## src/rtl/fx2_stream_feeder_pkg.sv

```systemverilog
// rtl/fx2_stream_feeder_pkg.sv - shared states, FX2 flag polarities and serve timing for the stream feeder
package fx2_stream_feeder_pkg;

    typedef enum logic [1:0] {
        IDLE  = 2'd0,
        PRIME = 2'd1,
        RUN   = 2'd2,
        DRAIN = 2'd3
    } feeder_state_e;

    // FX2 slave FIFO flags and strobes are all active-low.
    localparam logic FX2_EMPTY_N_ACTIVE = 1'b0;
    localparam logic FX2_STROBE_ON      = 1'b0;
    localparam logic FX2_STROBE_OFF     = 1'b1;

    localparam int SERVE_SETUP_CYCLES = 1;
    localparam int SERVE_OK_CYCLES    = 2;
    localparam int SERVE_LAST         = SERVE_SETUP_CYCLES + SERVE_OK_CYCLES;
    localparam int SERVE_CNT_W        = $clog2(SERVE_LAST + 1);

endpackage

```

## src/rtl/fx2_stream_feeder_sample_fifo.sv

```systemverilog
// rtl/fx2_stream_feeder_sample_fifo.sv - synchronous DEPTH x DATA_W sample buffer with flush
module fx2_stream_feeder_sample_fifo #(
    parameter int DEPTH  = 16,
    parameter int DATA_W = 16
) (
    input  logic                     clk,
    input  logic                     rst,
    input  logic                     clear_i,
    input  logic                     wr_en_i,
    input  logic [DATA_W-1:0]        wr_data_i,
    input  logic                     rd_en_i,
    output logic [DATA_W-1:0]        rd_data_o,
    output logic [$clog2(DEPTH):0]   level_o,
    output logic                     empty_o
);

    localparam int AW = $clog2(DEPTH);

    logic [DATA_W-1:0] mem_q [DEPTH];
    logic [AW:0]       wr_ptr_q, wr_ptr_d;
    logic [AW:0]       rd_ptr_q, rd_ptr_d;

    always_ff @(posedge clk) begin
        if (wr_en_i) begin
            mem_q[wr_ptr_q[AW-1:0]] <= wr_data_i;
        end
    end

    always_ff @(posedge clk or posedge rst) begin
        if (rst) begin
            wr_ptr_q <= '0;
            rd_ptr_q <= '0;
        end else begin
            wr_ptr_q <= wr_ptr_d;
            rd_ptr_q <= rd_ptr_d;
        end
    end

    always_comb begin
        wr_ptr_d = wr_ptr_q;
        rd_ptr_d = rd_ptr_q;
        if (clear_i) begin
            wr_ptr_d = '0;
            rd_ptr_d = '0;
        end else begin
            if (wr_en_i) begin
                wr_ptr_d = wr_ptr_q + 1'b1;
            end
            if (rd_en_i && !empty_o) begin
                rd_ptr_d = rd_ptr_q + 1'b1;
            end
        end
    end

    // Pointers carry one extra bit so full and empty stay distinguishable.
    assign level_o   = wr_ptr_q - rd_ptr_q;
    assign empty_o   = (level_o == '0);
    assign rd_data_o = mem_q[rd_ptr_q[AW-1:0]];

endmodule

```

## src/rtl/fx2_stream_feeder.sv

```systemverilog
// rtl/fx2_stream_feeder.sv - FX2 slave-FIFO reader feeding the audio interface data_req/data_ok handshake
module fx2_stream_feeder
    import fx2_stream_feeder_pkg::*;
#(
    parameter int DEPTH       = 16,
    parameter int START_LEVEL = 8,
    parameter int DATA_W      = 16
) (
    input  logic                     clk,
    input  logic                     rst,
    input  logic                     enable,
    input  logic                     fx2_empty_n,
    input  logic [DATA_W-1:0]        fx2_fd,
    output logic                     fx2_sloe_n,
    output logic                     fx2_slrd_n,
    input  logic                     data_req,
    output logic                     data_ok,
    output logic [DATA_W-1:0]        data_out,
    output logic                     start_n,
    output logic                     stop_n,
    output logic [$clog2(DEPTH):0]   level,
    output logic                     underrun
);

    localparam int LW = $clog2(DEPTH) + 1;
    localparam logic [LW-1:0] FILL_LIMIT = LW'(DEPTH - 3);
    localparam logic [LW-1:0] START_LVL  = LW'(START_LEVEL);

    localparam logic [SERVE_CNT_W-1:0] SERVE_IDLE_C  = '0;
    localparam logic [SERVE_CNT_W-1:0] SERVE_SETUP_C = SERVE_CNT_W'(SERVE_SETUP_CYCLES);
    localparam logic [SERVE_CNT_W-1:0] SERVE_LAST_C  = SERVE_CNT_W'(SERVE_LAST);

    feeder_state_e           state_q, state_d;
    logic                    sloe_n_q, slrd_n_q;
    logic                    req_meta_q, req_sync_q, req_prev_q;
    logic [SERVE_CNT_W-1:0]  serve_cnt_q, serve_cnt_d;
    logic                    pending_q, pending_d;
    logic                    data_ok_q, data_ok_d;
    logic [DATA_W-1:0]       data_out_q, data_out_d;
    logic                    start_n_q, start_n_d;
    logic                    stop_n_q, stop_n_d;
    logic                    underrun_q, underrun_d;

    logic                    req_rise;
    logic                    serve_idle;
    logic                    serve_start;
    logic                    fifo_wr;
    logic                    fifo_pop;
    logic                    fifo_empty;
    logic [DATA_W-1:0]       fifo_rd_data;
    logic [LW-1:0]           fifo_level;

    assign req_rise   = req_sync_q & ~req_prev_q;
    assign serve_idle = (serve_cnt_q == SERVE_IDLE_C);
    assign fifo_wr    = (fx2_slrd_n == FX2_STROBE_ON) && (fx2_empty_n != FX2_EMPTY_N_ACTIVE);

    fx2_stream_feeder_sample_fifo #(
        .DEPTH  (DEPTH),
        .DATA_W (DATA_W)
    ) u_sample_fifo (
        .clk       (clk),
        .rst       (rst),
        .clear_i   (state_q == IDLE),
        .wr_en_i   (fifo_wr),
        .wr_data_i (fx2_fd),
        .rd_en_i   (fifo_pop),
        .rd_data_o (fifo_rd_data),
        .level_o   (fifo_level),
        .empty_o   (fifo_empty)
    );

    always_comb begin
        state_d     = state_q;
        serve_cnt_d = serve_cnt_q;
        pending_d   = pending_q;
        data_out_d  = data_out_q;
        underrun_d  = underrun_q;
        start_n_d   = 1'b1;
        stop_n_d    = 1'b1;
        serve_start = 1'b0;
        fifo_pop    = 1'b0;

        if (!serve_idle) begin
            serve_cnt_d = (serve_cnt_q == SERVE_LAST_C) ? SERVE_IDLE_C : serve_cnt_q + 1'b1;
        end

        case (state_q)
            IDLE: begin
                pending_d  = 1'b0;
                underrun_d = 1'b0;
                if (enable) begin
                    state_d = PRIME;
                end
            end
            PRIME: begin
                pending_d = 1'b0;
                if (!enable) begin
                    state_d = IDLE;
                end else if (fifo_level >= START_LVL) begin
                    start_n_d = 1'b0;
                    state_d   = RUN;
                end
            end
            RUN: begin
                // One request may queue behind a busy serve; further ones are dropped.
                if (serve_idle) begin
                    serve_start = pending_q | req_rise;
                    pending_d   = 1'b0;
                end else if (req_rise) begin
                    pending_d = 1'b1;
                end
                if (!enable) begin
                    stop_n_d = 1'b0;
                    state_d  = DRAIN;
                end
            end
            DRAIN: begin
                pending_d = 1'b0;
                if (serve_idle) begin
                    state_d = IDLE;
                end
            end
            default: state_d = IDLE;
        endcase

        if (serve_start) begin
            serve_cnt_d = SERVE_IDLE_C + 1'b1;
            fifo_pop    = !fifo_empty;
            data_out_d  = fifo_empty ? '0 : fifo_rd_data;
            if (fifo_empty) begin
                underrun_d = 1'b1;
            end
        end

        data_ok_d = (serve_cnt_d > SERVE_SETUP_C);
    end

    always_ff @(posedge clk or posedge rst) begin
        if (rst) begin
            state_q     <= IDLE;
            sloe_n_q    <= FX2_STROBE_OFF;
            slrd_n_q    <= FX2_STROBE_OFF;
            req_meta_q  <= 1'b0;
            req_sync_q  <= 1'b0;
            req_prev_q  <= 1'b0;
            serve_cnt_q <= SERVE_IDLE_C;
            pending_q   <= 1'b0;
            data_ok_q   <= 1'b0;
            data_out_q  <= '0;
            start_n_q   <= 1'b1;
            stop_n_q    <= 1'b1;
            underrun_q  <= 1'b0;
        end else begin
            state_q     <= state_d;
            sloe_n_q    <= ~enable;
            // Read only while there is room for the word already in flight.
            slrd_n_q    <= ~(enable & fx2_empty_n & (fifo_level <= FILL_LIMIT) & (state_q != IDLE));
            req_meta_q  <= data_req;
            req_sync_q  <= req_meta_q;
            req_prev_q  <= req_sync_q;
            serve_cnt_q <= serve_cnt_d;
            pending_q   <= pending_d;
            data_ok_q   <= data_ok_d;
            data_out_q  <= data_out_d;
            start_n_q   <= start_n_d;
            stop_n_q    <= stop_n_d;
            underrun_q  <= underrun_d;
        end
    end

    assign fx2_sloe_n = sloe_n_q;
    assign fx2_slrd_n = slrd_n_q;
    assign data_ok    = data_ok_q;
    assign data_out   = data_out_q;
    assign start_n    = start_n_q;
    assign stop_n     = stop_n_q;
    assign level      = fifo_level;
    assign underrun   = underrun_q;

endmodule
```

## config.mk

```make
export PLATFORM = sky130hd
export DESIGN_NAME = fx2_stream_feeder
export DESIGN_NICKNAME = d
export VERILOG_FILES = /design/src/rtl/fx2_stream_feeder_pkg.sv /design/src/rtl/fx2_stream_feeder_sample_fifo.sv /design/src/rtl/fx2_stream_feeder.sv
export SDC_FILE = /design/constraint.sdc
export NUM_CORES = 1
export LEC_CHECK = 0
export BUFFER_PORTS_ARGS = -buffer_cell sky130_fd_sc_hd__buf_2
export CAP_MARGIN = 20
export CORE_ASPECT_RATIO = 0.5
export CORE_MARGIN = 4
export CORE_UTILIZATION = 35
export CTS_CLUSTER_SIZE = 24
export DETAILED_ROUTE_END_ITERATION = 6
export GPL_ROUTABILITY_DRIVEN = 0
export PLACE_DENSITY_LB_ADDON = 0.3
export SYNTH_ARGS = -nofsm -noshare
export SYNTH_HDL_FRONTEND = slang
export SYNTH_HIERARCHICAL = 1
export SYNTH_SLANG_ARGS = --single-unit
```

## constraint.sdc

```tcl
create_clock -name clk -period 9.8 [get_ports clk]
set_input_delay 1.96 -clock clk [delete_from_list [all_inputs] [get_ports clk]]
set_output_delay 1.96 -clock clk [all_outputs]
set_load 0.01 [all_outputs]
```

==> flow_summary_export.csv <==
group,metric,value,unit
run_status,status,"finished, final reports clean",
placement,hpwl,15.1,mm
run,drv_cap,0,
cts,cts_tree,"done",
power,p_clk_frac,0.404,
route,viasPerCell,5.12,
global_route,antenna_found_initial,3,
synth,synth_top_cells_by_area,"edfxtp_1 65%, mux4_2 12%, dfrtp_1 7.4%, nand2_1 2.4%, mux2_1 1.6%",
worst_hold_path,hold_class,"reg -> reg",
synth,synth-seq-cells,295,
floorplanning,die_w,267,µm
synth,yosys-top-cells-count,"256 x edfxtp_1, 76 x nand2_1, 64 x mux4_2",
power,power_frac_comb,0.027,
sta,setup_tns,0,ns
worst_hold_path,hp-start,"req_meta_q",
synth,netlist_area,11800,µm²
floorplanning,io-pin-count,48,
cts,postCtsResizedCells,0,
cts,cts_sinks,295,
cts,cts_buffer_depth,3,
setup_path,start_kind,"flip-flop",
setup_path,worst_ep_arrival_time,3.22,ns
worst_hold_path,hold_end,"req_sync_q",
synth,synth_warnings,6,
final_layout,nNetsFinal,738,
synth,async_reset_ff_frac,0.132,
cts,cts_hold_buf,0,
floorplanning,initial_core_util,0.356,
floorplanning,die_h,138,µm
cts,htree_levels,1,
setup_path,r2r_slack,5.95,ns
sta,fmax,193,MHz
synth,netlist.area_leader.share,0.653,
global_route,grt_start_max_net_pins,52,
setup_path,crit_family,"buffers and inverters",
power,power_frac_seq,0.569,
setup_path,cp_data_required_time,7.84,ns
route,dr.pass1.iters,5,
sta,rsz0062_at_grt,"no",
route,wl,25.5,mm
synth,synth_nets,670,
setup_path,max_stage_delay,0.73,ns
sta,hold_viol,0,
placement,dp_slack,5.19,ns
synth,synth_edf_count,256,
floorplanning,core,33100,µm²
floorplanning,rows,47,
final_layout,layout-drive-gt1-share,0.280,
sta,finalSetupViolations,0,
setup_path,r2r-end,"u_sample_fifo/rd_ptr_q[4]",
global_route,grt_pass1_wl,38.3,mm
synth,ys_seq_area_frac,0.736,
synth,ys.flop_type,"edfxtp_1",
setup_path,cp_slowest_cell,"fa_1",
setup_path,endpoint_kind,"output port",
sta,final-max-slew-violation-count,0,
cts,root_buffer,"clkbuf_16",
synth,synthCells,637,
synth,synthesis.area_per_instance,18.5,µm²
worst_hold_path,whs_path_depth,0,
cts,cts_made_buffers,28,
power,sw_frac_of_total,0.198,
synth,synth.most_common_cell,"edfxtp_1",
sta,tightest_slew,0.886,ns
synth,synth.distinct_cells,46,
cts,worstSkewPairLatency,0.54,ns
setup_path,path_class,"reg -> out",
sta,relSlewSlack,0.409,
floorplanning,die_area,36800,µm²
final_layout,areaGrowthSynthToFinish,15.0,%
route,detail-route-antenna-nets,0,
route,drc,0,
global_route,gr-usage-all-layers,0.139,
setup_path,path_cells,"clkinv_1 -> fa_1 -> a21o_1 -> a21oi_1 -> xnor2_1 -> inv_1 -> buf_2",
setup_path,r2r_cells,12,
power,net-switching-power,0.000480,W
route,drt_iter0_drc,369,
global_route,grt_pass1_vias,6085,
synth,yosysTopAreaCell,"edfxtp_1",
global_route,overflow,0,
sta,finalClockSkew,0.00988,ns
final_layout,fill_cells,2931,
cts,cts_setup_buffers,0,
power,cellPowerDensity,179,nW/µm²
setup_path,cp_num_buf_inv,3,
sta,setup_ws,4.62,ns
setup_path,path_max_fanout,18,
power,p_int,0.00195,W
sta,fin_crit,5.18,ns
power,ir_drop,0.108,mV
route,vias,5965,
route,wl_per_cell,21.9,µm
power,p_leak,4.59,nW
sta,timing.final.crit_share,0.529,
setup_path,reg2reg_from,"u_sample_fifo/rd_ptr_q[1]",
cts,clk_pin_slew,0.06,ns
placement,port_buffers,47,
flip-flops by register name, indices dropped and copies added (netlist names), 5 cells and up, named ones only:
register / cells
u_sample_fifo/mem_q: 256
u_sample_fifo/wr_ptr_q: 5
data_out: 16
u_sample_fifo/rd_ptr_q: 5
cell type report:
cell class	count	area, µm²	area share
Sequential cell	295	8670	0.641
Multi-Input combinational cell	296	2950	0.218
Clock buffer	38	738	0.0545
Tap cell	441	552	0.0407
Timing Repair Buffer	70	499	0.0369
Clock inverter	9	76.3	0.00564
Inverter	14	52.6	0.00388
Antenna cell	1	2.50	0.000185
worst max-delay path by stage:
stage                                    startpoint                   endpoint  slack, ns  cells after the start
final                     u_sample_fifo/rd_ptr_q[1]                   level[4]       4.62                      7
after CTS                 u_sample_fifo/rd_ptr_q[1]                   level[4]       4.60                      7
after detailed placement  u_sample_fifo/rd_ptr_q[1]                   level[4]       5.19                      7
after floorplan                         fx2_empty_n  u_sample_fifo/mem_q[3][0]       5.77                      4
after global placement    u_sample_fifo/rd_ptr_q[1]                   level[4]       5.21                      7
after global routing      u_sample_fifo/rd_ptr_q[1]                   level[4]       4.43                      7
cells in the final DEF, fill, tap and decap left out, types with 16 or more instances in the layout:
master,n
buf_2,47
nor2b_1,20
a31oi_1,16
dfrtp_1,32
nand2_1,76
and3_1,16
clkbuf_16,28
buf_4,17
mux2_1,17
mux4_2,64
edfxtp_1,256
per-layer routing:
layer	up-vias	part of all wire	GRT usage
li1	2605	-	-
met1	3169	0.46	0.199
met2	157	0.47	0.227
met3	32	0.054	0.0227
met4	2	0.017	0.0274
met5	-	0.00051	0
metrics by stage:
| stage | util | hold slack [ns] | power, W | cells | instance area (µm²) |
|---|---|---|---|---|---|
| 2_1_floorplan | - | 0.331 | 0.00144 | 637 | 11800 |
| 3_3_place_gp | 0.380 | 0.337 | 0.00147 | 1110 | 12600 |
| 3_5_place_dp | 0.382 | 0.364 | 0.00147 | 1112 | 12600 |
| 4_1_cts | 0.406 | 0.374 | 0.00246 | 1159 | 13500 |
| 5_1_grt | 0.409 | 0.381 | 0.00252 | 1163 | 13500 |
| 6_report | 0.409 | 0.369 | 0.00243 | 1164 | 13500 |
cells by family (layout without fill, tap and decap cells):
logic type                 Yosys count  count (layout)  share of synthesized area
DFF                                295             295                      0.736
AOI/OAI and AO/OA                   30              30                     0.0184
xor gates and xnor gates             7               7                    0.00521
muxes                               86              86                      0.144
adders and majority gates           12              12                     0.0134
other                                0               1                          0
and+or+nand+nor                    161             161                     0.0647
buffers and inverters               46             131                     0.0185
power groups by stage:
stage	logic, W	clock network [W]	registers [W]
2_1_floorplan	0.0000268	0	0.00141
3_3_place_gp	0.0000623	0	0.00141
3_5_place_dp	0.0000654	0	0.00141
4_1_cts	0.0000657	0.00101	0.00138
5_1_grt	0.0000748	0.00106	0.00138
6_report	0.0000653	0.000982	0.00138
No activity file was read; power rests on OpenSTA's default activity.
